### config.mk
export PLATFORM = sky130hd
export DESIGN_NAME = operand_forward_unit_flat
export DESIGN_NICKNAME = d
export VERILOG_FILES = /design/src/rtl/operand_forward_if.sv /design/src/rtl/operand_forward_unit.sv /design/src/flat_wrapper.sv
export SDC_FILE = /design/constraint.sdc
export NUM_CORES = 1
export LEC_CHECK = 0
export CAP_MARGIN = 40
export CORE_MARGIN = 5
export CORE_UTILIZATION = 45
export DETAILED_ROUTE_END_ITERATION = 6
export GPL_TIMING_DRIVEN = 0
export PLACE_DENSITY = 0.87
export SLEW_MARGIN = 20
export SYNTH_ARGS = -nofsm -noshare
export SYNTH_HDL_FRONTEND = slang
export SYNTH_SLANG_ARGS = --single-unit
### constraint.sdc
create_clock -name clk -period 4.2 [get_ports clk]
set_input_delay 0.63 -clock clk [delete_from_list [all_inputs] [get_ports clk]]
set_output_delay 0.63 -clock clk [all_outputs]
set_load 0.02 [all_outputs]
### src/rtl/operand_forward_if.sv
// Operand-forwarding bus: ID request, forwarding sources and EX/ME stage outputs.
interface operand_forward_if #(
    parameter int unsigned REG_WIDTH = 32,
    parameter int unsigned CNT_WIDTH = 16
) ();
    localparam int unsigned ADDR_W = 5;

    logic                 id_valid;
    logic                 id_wen;
    logic                 id_is_load;
    logic [ADDR_W-1:0]    id_rs1_addr;
    logic [ADDR_W-1:0]    id_rs2_addr;
    logic [ADDR_W-1:0]    id_rd_addr;
    logic                 id_rs1_sourced;
    logic                 id_rs2_sourced;
    logic [REG_WIDTH-1:0] rf_rs1_data;
    logic [REG_WIDTH-1:0] rf_rs2_data;
    logic [REG_WIDTH-1:0] ex_result;
    logic [REG_WIDTH-1:0] me_result;
    logic                 flush;
    logic                 hold;

    logic [REG_WIDTH-1:0] ex_opd1;
    logic [REG_WIDTH-1:0] ex_opd2;
    logic                 ex_valid;
    logic                 ex_wen;
    logic                 ex_is_load;
    logic [ADDR_W-1:0]    ex_rd_addr;
    logic                 me_valid;
    logic                 me_wen;
    logic [ADDR_W-1:0]    me_rd_addr;
    logic                 stall;
    logic [1:0]           fwd_sel1;
    logic [1:0]           fwd_sel2;
    logic [CNT_WIDTH-1:0] stall_count;

    modport master (
        output id_valid, id_wen, id_is_load, id_rs1_addr, id_rs2_addr, id_rd_addr,
               id_rs1_sourced, id_rs2_sourced, rf_rs1_data, rf_rs2_data,
               ex_result, me_result, flush, hold,
        input  ex_opd1, ex_opd2, ex_valid, ex_wen, ex_is_load, ex_rd_addr,
               me_valid, me_wen, me_rd_addr, stall, fwd_sel1, fwd_sel2, stall_count
    );

    modport slave (
        input  id_valid, id_wen, id_is_load, id_rs1_addr, id_rs2_addr, id_rd_addr,
               id_rs1_sourced, id_rs2_sourced, rf_rs1_data, rf_rs2_data,
               ex_result, me_result, flush, hold,
        output ex_opd1, ex_opd2, ex_valid, ex_wen, ex_is_load, ex_rd_addr,
               me_valid, me_wen, me_rd_addr, stall, fwd_sel1, fwd_sel2, stall_count
    );
endinterface

### src/rtl/operand_forward_unit.sv
// ID-stage operand forwarding with load-use stall detection and the ID->EX->ME control pipe.
module operand_forward_unit #(
    parameter int unsigned REG_WIDTH = 32,
    parameter int unsigned CNT_WIDTH = 16
) (
    input logic                clk,
    input logic                rst,
    operand_forward_if.slave   bus
);
    localparam int unsigned ADDR_W = 5;
    localparam int unsigned SEL_W  = 2;

    localparam logic [SEL_W-1:0] SEL_RF   = 2'b00;
    localparam logic [SEL_W-1:0] SEL_EX   = 2'b01;
    localparam logic [SEL_W-1:0] SEL_ME   = 2'b10;
    localparam logic [SEL_W-1:0] SEL_ZERO = 2'b11;

    typedef enum logic {RUN, LU_STALL} state_t;
    state_t state;

    logic                 ex_hit1, ex_hit2, me_hit1, me_hit2;
    logic                 lu_hazard, stall_now;
    logic [SEL_W-1:0]     sel1, sel2;
    logic [REG_WIDTH-1:0] opd1, opd2;

    // Load results are not available in EX, so only non-load EX writers may forward.
    assign ex_hit1 = bus.ex_valid && bus.ex_wen && !bus.ex_is_load && bus.id_rs1_sourced &&
                     (bus.ex_rd_addr == bus.id_rs1_addr) && (bus.id_rs1_addr != ADDR_W'(0));
    assign ex_hit2 = bus.ex_valid && bus.ex_wen && !bus.ex_is_load && bus.id_rs2_sourced &&
                     (bus.ex_rd_addr == bus.id_rs2_addr) && (bus.id_rs2_addr != ADDR_W'(0));
    assign me_hit1 = bus.me_valid && bus.me_wen && bus.id_rs1_sourced &&
                     (bus.me_rd_addr == bus.id_rs1_addr) && (bus.id_rs1_addr != ADDR_W'(0));
    assign me_hit2 = bus.me_valid && bus.me_wen && bus.id_rs2_sourced &&
                     (bus.me_rd_addr == bus.id_rs2_addr) && (bus.id_rs2_addr != ADDR_W'(0));

    assign lu_hazard = bus.id_valid && bus.ex_valid && bus.ex_is_load && bus.ex_wen &&
                       (bus.ex_rd_addr != ADDR_W'(0)) &&
                       ((bus.id_rs1_sourced && (bus.ex_rd_addr == bus.id_rs1_addr)) ||
                        (bus.id_rs2_sourced && (bus.ex_rd_addr == bus.id_rs2_addr)));

    // In LU_STALL the load has moved to ME and is forwarded from there.
    assign stall_now = (state == RUN) && lu_hazard;

    // Operand source priority: unsourced -> regfile, x0 -> zero, then youngest producer.
    always_comb begin
        sel1 = SEL_RF;
        sel2 = SEL_RF;
        if (bus.id_rs1_sourced) begin
            if (bus.id_rs1_addr == ADDR_W'(0)) sel1 = SEL_ZERO;
            else if (ex_hit1)                  sel1 = SEL_EX;
            else if (me_hit1)                  sel1 = SEL_ME;
        end
        if (bus.id_rs2_sourced) begin
            if (bus.id_rs2_addr == ADDR_W'(0)) sel2 = SEL_ZERO;
            else if (ex_hit2)                  sel2 = SEL_EX;
            else if (me_hit2)                  sel2 = SEL_ME;
        end
    end

    always_comb begin
        opd1 = bus.rf_rs1_data;
        opd2 = bus.rf_rs2_data;
        case (sel1)
            SEL_EX:   opd1 = bus.ex_result;
            SEL_ME:   opd1 = bus.me_result;
            SEL_ZERO: opd1 = '0;
            default:  opd1 = bus.rf_rs1_data;
        endcase
        case (sel2)
            SEL_EX:   opd2 = bus.ex_result;
            SEL_ME:   opd2 = bus.me_result;
            SEL_ZERO: opd2 = '0;
            default:  opd2 = bus.rf_rs2_data;
        endcase
    end

    assign bus.fwd_sel1 = sel1;
    assign bus.fwd_sel2 = sel2;
    assign bus.stall    = stall_now;

    // Pipeline registers, stall counter and RUN/LU_STALL state.
    always_ff @(posedge clk) begin
        if (rst) begin
            state           <= RUN;
            bus.ex_valid    <= 1'b0;
            bus.ex_wen      <= 1'b0;
            bus.ex_is_load  <= 1'b0;
            bus.ex_rd_addr  <= '0;
            bus.ex_opd1     <= '0;
            bus.ex_opd2     <= '0;
            bus.me_valid    <= 1'b0;
            bus.me_wen      <= 1'b0;
            bus.me_rd_addr  <= '0;
            bus.stall_count <= '0;
        end else if (!bus.hold) begin
            bus.me_valid   <= bus.ex_valid;
            bus.me_wen     <= bus.ex_wen;
            bus.me_rd_addr <= bus.ex_rd_addr;

            if (bus.flush || stall_now) begin
                bus.ex_valid   <= 1'b0;
                bus.ex_wen     <= 1'b0;
                bus.ex_is_load <= 1'b0;
                bus.ex_rd_addr <= '0;
            end else begin
                bus.ex_valid   <= bus.id_valid;
                bus.ex_wen     <= bus.id_valid && bus.id_wen;
                bus.ex_is_load <= bus.id_valid && bus.id_is_load;
                bus.ex_rd_addr <= bus.id_rd_addr;
                bus.ex_opd1    <= opd1;
                bus.ex_opd2    <= opd2;
            end

            if (stall_now && !bus.flush && (bus.stall_count != {CNT_WIDTH{1'b1}}))
                bus.stall_count <= bus.stall_count + CNT_WIDTH'(1);

            if (bus.flush) begin
                state <= RUN;
            end else begin
                case (state)
                    RUN:      if (lu_hazard) state <= LU_STALL;
                    LU_STALL: state <= RUN;
                    default:  state <= RUN;
                endcase
            end
        end
    end
endmodule

### src/flat_wrapper.sv
// flat-port wrapper written by rule: the top's interface ports become plain ports
module operand_forward_unit_flat 
#(
    parameter int unsigned REG_WIDTH = 32,
    parameter int unsigned CNT_WIDTH = 16
)
  (clk, rst, bus_id_valid, bus_id_wen, bus_id_is_load, bus_id_rs1_addr, bus_id_rs2_addr, bus_id_rd_addr, bus_id_rs1_sourced, bus_id_rs2_sourced, bus_rf_rs1_data, bus_rf_rs2_data, bus_ex_result, bus_me_result, bus_flush, bus_hold, bus_ex_opd1, bus_ex_opd2, bus_ex_valid, bus_ex_wen, bus_ex_is_load, bus_ex_rd_addr, bus_me_valid, bus_me_wen, bus_me_rd_addr, bus_stall, bus_fwd_sel1, bus_fwd_sel2, bus_stall_count);
  operand_forward_if #(.REG_WIDTH(REG_WIDTH), .CNT_WIDTH(CNT_WIDTH)) bus_i ();
  input logic clk;
  input logic rst;
  input wire logic [$bits(bus_i.id_valid)-1:0] bus_id_valid;
  input wire logic [$bits(bus_i.id_wen)-1:0] bus_id_wen;
  input wire logic [$bits(bus_i.id_is_load)-1:0] bus_id_is_load;
  input wire logic [$bits(bus_i.id_rs1_addr)-1:0] bus_id_rs1_addr;
  input wire logic [$bits(bus_i.id_rs2_addr)-1:0] bus_id_rs2_addr;
  input wire logic [$bits(bus_i.id_rd_addr)-1:0] bus_id_rd_addr;
  input wire logic [$bits(bus_i.id_rs1_sourced)-1:0] bus_id_rs1_sourced;
  input wire logic [$bits(bus_i.id_rs2_sourced)-1:0] bus_id_rs2_sourced;
  input wire logic [$bits(bus_i.rf_rs1_data)-1:0] bus_rf_rs1_data;
  input wire logic [$bits(bus_i.rf_rs2_data)-1:0] bus_rf_rs2_data;
  input wire logic [$bits(bus_i.ex_result)-1:0] bus_ex_result;
  input wire logic [$bits(bus_i.me_result)-1:0] bus_me_result;
  input wire logic [$bits(bus_i.flush)-1:0] bus_flush;
  input wire logic [$bits(bus_i.hold)-1:0] bus_hold;
  output wire logic [$bits(bus_i.ex_opd1)-1:0] bus_ex_opd1;
  output wire logic [$bits(bus_i.ex_opd2)-1:0] bus_ex_opd2;
  output wire logic [$bits(bus_i.ex_valid)-1:0] bus_ex_valid;
  output wire logic [$bits(bus_i.ex_wen)-1:0] bus_ex_wen;
  output wire logic [$bits(bus_i.ex_is_load)-1:0] bus_ex_is_load;
  output wire logic [$bits(bus_i.ex_rd_addr)-1:0] bus_ex_rd_addr;
  output wire logic [$bits(bus_i.me_valid)-1:0] bus_me_valid;
  output wire logic [$bits(bus_i.me_wen)-1:0] bus_me_wen;
  output wire logic [$bits(bus_i.me_rd_addr)-1:0] bus_me_rd_addr;
  output wire logic [$bits(bus_i.stall)-1:0] bus_stall;
  output wire logic [$bits(bus_i.fwd_sel1)-1:0] bus_fwd_sel1;
  output wire logic [$bits(bus_i.fwd_sel2)-1:0] bus_fwd_sel2;
  output wire logic [$bits(bus_i.stall_count)-1:0] bus_stall_count;
  assign bus_i.id_valid = bus_id_valid;
  assign bus_i.id_wen = bus_id_wen;
  assign bus_i.id_is_load = bus_id_is_load;
  assign bus_i.id_rs1_addr = bus_id_rs1_addr;
  assign bus_i.id_rs2_addr = bus_id_rs2_addr;
  assign bus_i.id_rd_addr = bus_id_rd_addr;
  assign bus_i.id_rs1_sourced = bus_id_rs1_sourced;
  assign bus_i.id_rs2_sourced = bus_id_rs2_sourced;
  assign bus_i.rf_rs1_data = bus_rf_rs1_data;
  assign bus_i.rf_rs2_data = bus_rf_rs2_data;
  assign bus_i.ex_result = bus_ex_result;
  assign bus_i.me_result = bus_me_result;
  assign bus_i.flush = bus_flush;
  assign bus_i.hold = bus_hold;
  assign bus_ex_opd1 = bus_i.ex_opd1;
  assign bus_ex_opd2 = bus_i.ex_opd2;
  assign bus_ex_valid = bus_i.ex_valid;
  assign bus_ex_wen = bus_i.ex_wen;
  assign bus_ex_is_load = bus_i.ex_is_load;
  assign bus_ex_rd_addr = bus_i.ex_rd_addr;
  assign bus_me_valid = bus_i.me_valid;
  assign bus_me_wen = bus_i.me_wen;
  assign bus_me_rd_addr = bus_i.me_rd_addr;
  assign bus_stall = bus_i.stall;
  assign bus_fwd_sel1 = bus_i.fwd_sel1;
  assign bus_fwd_sel2 = bus_i.fwd_sel2;
  assign bus_stall_count = bus_i.stall_count;
  operand_forward_unit #(.REG_WIDTH(REG_WIDTH), .CNT_WIDTH(CNT_WIDTH)) u_core (.clk(clk), .rst(rst), .bus(bus_i));
endmodule
; ---- Yosys cells after proc, flatten, opt, wreduce, memory -nomap -nowiden
; Cells that the tools add are included.
[word_totals]
wordCells = 81
out_inout_bits = 100
reg_bits = 96
[classes]
addsub = 1
n_reduce_logical = 38
bitwise_logic = 3
mux = 17
eq_ne = 11
[op_table]
columns = operator, n
row1 = 32-bit case mux with 3 select lines, 2
row2 = 1-bit logical AND, 27
row3 = 5-bit equality test, 4
row4 = 16-bit by 1-bit adder with 16-bit output (second input constant), 1
row5 = 2-bit two-way mux, 8
row6 = 16-bit inequality test (second input constant), 1
row7 = 5-bit nonzero test, 3
row8 = 5-bit logical NOT, 2
row9 = 2-bit equality test (second input constant), 4
row10 = 1-bit two-way mux, 5
row11 = 5-bit two-way mux, 1
row12 = 2-bit by 1-bit equality test with 1-bit output (second input constant), 2
row13 = 2-bit AND reduction, 2
row14 = 1-bit NOT, 3
row15 = 1-bit logical NOT, 2
row16 = 1-bit logical OR, 2
row17 = 1-bit case mux with 2 select lines, 1

; ---- Longest topological paths before layout
[depth]
ltp_word = 10
depth_mapped = 7
ltp_nobuf = 6

; ---- Worst setup path after synthesis
; OpenSTA, ideal clock, no wires.
[synth_path]
path_kind = in2out
from = input bus_id_rs1_addr[3]
to = output bus_fwd_sel1[1]
arrival_ns = 2.066
required_ns = 3.570
setup_slack_ns = 1.504
path_stages = 5
n_path_buf = 1
path_cell_list = xor2_1 > nor4_1 > nand4_1 > buf_2 > o21ai_0
[synth_via]
elab_chain_cells = 7
elab_cells_between_ends = 12
cone_classes = eq/ne: 2 / mux: 4 / reduce/logical: 6
[synth_rtl]
columns = item, line
row1 = from (decl), flat_wrapper.sv:14  ; input wire logic [$bits(bus_i.id_rs1_addr)-1:0] bus_id_rs1_addr;
row2 = 5-bit equality test, operand_forward_unit.sv:32  ; (bus.me_rd_addr == bus.id_rs1_addr) && (bus.id_rs1_addr != ADDR_W'(0));
row3 = 1-bit logical AND, operand_forward_unit.sv:31  ; assign me_hit1 = bus.me_valid && bus.me_wen && bus.id_rs1_sourced &&
row4 = 1-bit logical AND, operand_forward_unit.sv:32
row5 = 2-bit two-way mux, operand_forward_unit.sv:51  ; else if (me_hit1) sel1 = SEL_ME;
row6 = 2-bit two-way mux, operand_forward_unit.sv:50  ; else if (ex_hit1) sel1 = SEL_EX;
row7 = 2-bit two-way mux (*), operand_forward_unit.sv:49  ; if (bus.id_rs1_addr == ADDR_W'(0)) sel1 = SEL_ZERO;
row8 = 2-bit two-way mux (*), operand_forward_unit.sv:48  ; if (bus.id_rs1_sourced) begin
row9 = to (decl), flat_wrapper.sv:35  ; output wire logic [$bits(bus_i.fwd_sel1)-1:0] bus_fwd_sel1;
; Every way passes the cells marked *; elsewhere a longest branch is shown, timed or not.

; ---- Worst setup path after layout
[layout_path]
from = input bus_id_rs1_addr[0]
to = output bus_fwd_sel1[0]
[layout_via]
elab_chain_cells = 6
elab_cells_between_ends = 8
cone_classes = eq/ne: 1 / mux: 3 / reduce/logical: 4
[layout_rtl]
columns = item, line
row1 = 5-bit equality test, operand_forward_unit.sv:28  ; (bus.ex_rd_addr == bus.id_rs1_addr) && (bus.id_rs1_addr != ADDR_W'(0));
row2 = 1-bit logical AND, operand_forward_unit.sv:27  ; assign ex_hit1 = bus.ex_valid && bus.ex_wen && !bus.ex_is_load && bus.id_rs1_sourced &&
row3 = 1-bit logical AND, operand_forward_unit.sv:28
row4 = 2-bit two-way mux, operand_forward_unit.sv:50
row5 = 2-bit two-way mux (*), operand_forward_unit.sv:49
row6 = 2-bit two-way mux (*), operand_forward_unit.sv:48
; Marked as above.

==> results.cfg <==
[run_status]
outcome = complete, no violations

[worst_hold_path]
hp_class = reg -> reg

[power_and_ir_drop]
power.internal_mw = 1.700
p_seq_frac = 0.426
ir_worst_vdd_uv = 146.0
power_switching_share = 0.2662
net-switching-power_mw = 0.6167
combinational_share_of_power = 0.229
power_density_mw_per_mm2 = 282.3
share_of_total_power_in_the_clock_network = 0.346
p_leak_nw = 3.488

[detailed_routing]
met2_length_mm = 10.34
met3RoutedLength_mm = 1.612
drt_first_pass_iters = 5
detail_route.drc_violations = 0
dr_total_vias = 5641
drt_iter0_drc = 353
topRoutingLayerUsed = met4
wl_mm = 20.83
route.detailed.vias_per_inst = 5.870
drt.antenna.violating_nets = 0
met1_length_mm = 8.134
drt-wirelength-per-cell_um = 21.68

[sta]
clock.fmax_ghz = 0.2523
drv_slew = 0
unrepaired_setup_endpoints_after_global_routing = no
min_hold_slack_ns = 0.4817
final_hold_viol_count = 0
setup_violations = 0
fin_crit_sh = 0.9438
relSlewSlack = 0.5374
worst_clock_skew_ns = 0.01179
finalSetupTns_ns = 0
max_slew.worst_pin.slew_ns = 0.6940
min_period_ns = 3.964

[synthesis]
synth.yosys.seq_area_share = 0.3662
synth_ff_type = sky130_fd_sc_hd__dfxtp_1
most_numerous_cell_in_the_yosys_netlist = sky130_fd_sc_hd__dfxtp_1
yosys.area.top_type = sky130_fd_sc_hd__dfxtp_1
synth.top_cells.by_area = sky130_fd_sc_hd__dfxtp_1, sky130_fd_sc_hd__mux2i_1, sky130_fd_sc_hd__a2bb2oi_1
synth_nets = 708
synth-edff-count = 0
yosysWarningCount = 0
yosys-top-cells-count = sky130_fd_sc_hd__dfxtp_1, sky130_fd_sc_hd__nor2_1, sky130_fd_sc_hd__mux2i_1
netlist_area_mm2 = 0.005249
syn_inst = 555
share_of_the_synthesized_area_in_the_top_cell_type = 0.3662
synth_area_per_cell_um2 = 9.457
synth_async_sr_flop_share = 0
synth-seq-cells = 96
synth_cell_types = 44

[global_routing]
grt_pass1_wl_mm = 32.46
antenna_found_initial = 0
grt_start_max_net_pins = 16
groute.usage.overall = 0.2877
via_count_of_the_first_global_routing_pass = 5830
grt_ovf = 0

[setup_path]
timing.critical_path.required_ns = 3.57
worst_setup_path_end_kind = output pin
critPathLaunchType = input pin
critical_path.max_fanout = 10
timing.setup.critical_path_class = in -> out
crit_path_dat_ns = 3.33

[place]
post-dp-hpwl_mm = 16.66
numPortBuffers = 249
place_inst = 947
routabilityCongestion = 0.9645

[clock_network]
ctsResizeCount = 0
tritoncts = done
clock-root-buffer = sky130_fd_sc_hd__clkbuf_16
worst_skew_pair.late_latency_ns = 0.35
clock_tree.htree_level_count = 3
cts_hold_repair.buffers = 0
cts-buffers-inserted = 9
worst_setup_hold_path_clk_slew_ns = 0.07
tritoncts_sinks = 96
cts.path.max_buffers = 2
cts_setup_buffers = 0

[floorplanning]
floorplan.die.height_um = 118
die_w_um = 118
fp.coreArea_mm2 = 0.01142
die-area_mm2 = 0.01392
rows = 39
floorplan.initialDensity = 0.4597
num_io_pins = 252

[final_layout]
multi_input_area_mm2 = 0.003065
final-seq-area_mm2 = 0.001922
finalNetCount = 968
finalNonFillerCells = 961
insertedDiodeCount = 0
area_growth_pct = 56.33
fillerInstances = 875
proportion_of_layout_cells_with_a_drive_suffix_above_1 = 0.07335

[flow_run]
maxCapViolations = 0
-- power groups by stage --
stage                     logic, mW  clock network (mW)  registers, mW
after global routing          0.559               0.848          0.990
after global placement        0.514                   0           1.00
after CTS                     0.529               0.802          0.986
after floorplan               0.174                   0           1.05
after detailed placement      0.525                   0           1.01
final                         0.530               0.801          0.986
-- cell usage in the layout, fill, tap and decap left out, types with 2 or more instances in the layout --
cell type / n
sky130_fd_sc_hd__nand3b_1: 2
sky130_fd_sc_hd__and2_1: 4
sky130_fd_sc_hd__nor2_1: 91
sky130_fd_sc_hd__a211oi_2: 20
sky130_fd_sc_hd__nor2b_1: 2
sky130_fd_sc_hd__or3_1: 6
sky130_fd_sc_hd__a2bb2oi_1: 64
sky130_fd_sc_hd__buf_1: 2
sky130_fd_sc_hd__a32oi_1: 2
sky130_fd_sc_hd__or4_1: 4
sky130_fd_sc_hd__clkinv_4: 2
sky130_fd_sc_hd__nand2_1: 13
sky130_fd_sc_hd__a211oi_1: 44
sky130_fd_sc_hd__clkbuf_16: 9
sky130_fd_sc_hd__xnor2_1: 10
sky130_fd_sc_hd__xor2_1: 18
sky130_fd_sc_hd__inv_1: 2
sky130_fd_sc_hd__clkdlybuf4s50_1: 249
sky130_fd_sc_hd__nor4_1: 2
sky130_fd_sc_hd__nand3_1: 7
sky130_fd_sc_hd__and3_1: 8
sky130_fd_sc_hd__and4_1: 2
sky130_fd_sc_hd__nand4_1: 6
sky130_fd_sc_hd__buf_6: 8
sky130_fd_sc_hd__a22oi_1: 6
sky130_fd_sc_hd__mux2i_1: 72
sky130_fd_sc_hd__buf_2: 8
sky130_fd_sc_hd__o21ai_0: 8
sky130_fd_sc_hd__dfxtp_1: 96
sky130_fd_sc_hd__a21oi_1: 6
sky130_fd_sc_hd__clkbuf_1: 23
sky130_fd_sc_hd__buf_4: 4
-- kinds of logic after synthesis --
group                      count (synthesis)  share of synthesized area
muxes                                     72                     0.1373
adders and majority gates                  1                   0.002383
DFF                                       96                     0.3661
and+or+nand+nor                          153                     0.1387
AOI/OAI and AO/OA                        158                     0.2589
xor gates and xnor gates                  28                    0.04672
buffers and inverters                     47                    0.04982
-- through the flow --
stage	area (um^2)	power (mW)	worst slack (ns)	utilization
2_1_floorplan	5249	1.228	1.504	-
3_3_place_gp	7920	1.517	0.2729	0.6936
3_5_place_dp	7920	1.530	0.2374	0.6936
4_1_cts	8205	2.317	0.2368	0.7186
5_1_grt	8205	2.398	0.1543	0.7186
6_report	8205	2.316	0.2360	0.7186
-- flip-flops by register name (all words and copies together), names as in the netlist --
name / cells
u_core.bus.ex_opd2: 32
u_core.state: 1
u_core.bus.ex_valid: 1
u_core.bus.me_valid: 1
u_core.bus.ex_wen: 1
u_core.bus.ex_rd_addr: 5
u_core.bus.ex_is_load: 1
u_core.bus.me_wen: 1
u_core.bus.stall_count: 16
u_core.bus.ex_opd1: 32
u_core.bus.me_rd_addr: 5
-- critical path: stages --
cell,delay (ns)
sky130_fd_sc_hd__clkdlybuf4s50_1,0.47
sky130_fd_sc_hd__or4_1,0.54
sky130_fd_sc_hd__nor2_1,0.20
sky130_fd_sc_hd__nand2_1,0.10
sky130_fd_sc_hd__nand2_1,0.24
sky130_fd_sc_hd__clkbuf_1,0.44
sky130_fd_sc_hd__clkdlybuf4s50_1,0.70
-- layer usage --
metal | track usage | vias up
met3 | 0.06487 | 51
met1 | 0.3466 | 2685
met4 | 0.1219 | 0
li1 | - | 2600
met2 | 0.4908 | 305
met5 | 0 | -
-- final cells by class --
type                       instances  share of cell area
sequential                        96              0.2342
buffer                            45             0.03095
inverter                           2           0.0009149
clock inverter                     5            0.007319
tap                              143             0.02181
timing repair buffer             249              0.3038
clock buffer                       9             0.02745
multi-input combinational        412              0.3736
-- worst paths after layout --
path	start	endpoint	slack, ns	depth (start not counted)
max	bus_id_rs1_addr[0]	bus_fwd_sel1[0]	0.24	7
min	u_core.state$_SDFFE_PP0N_	u_core.state$_SDFFE_PP0N_	0.48	2
max reg2reg	u_core.bus.ex_rd_addr[4]$_SDFFE_PP0N_	u_core.bus.ex_opd1[23]$_SDFFE_PP0P_	1.67	7
min reg2reg	u_core.state$_SDFFE_PP0N_	u_core.state$_SDFFE_PP0N_	0.48	2
(Power assumes the default switching activity.)
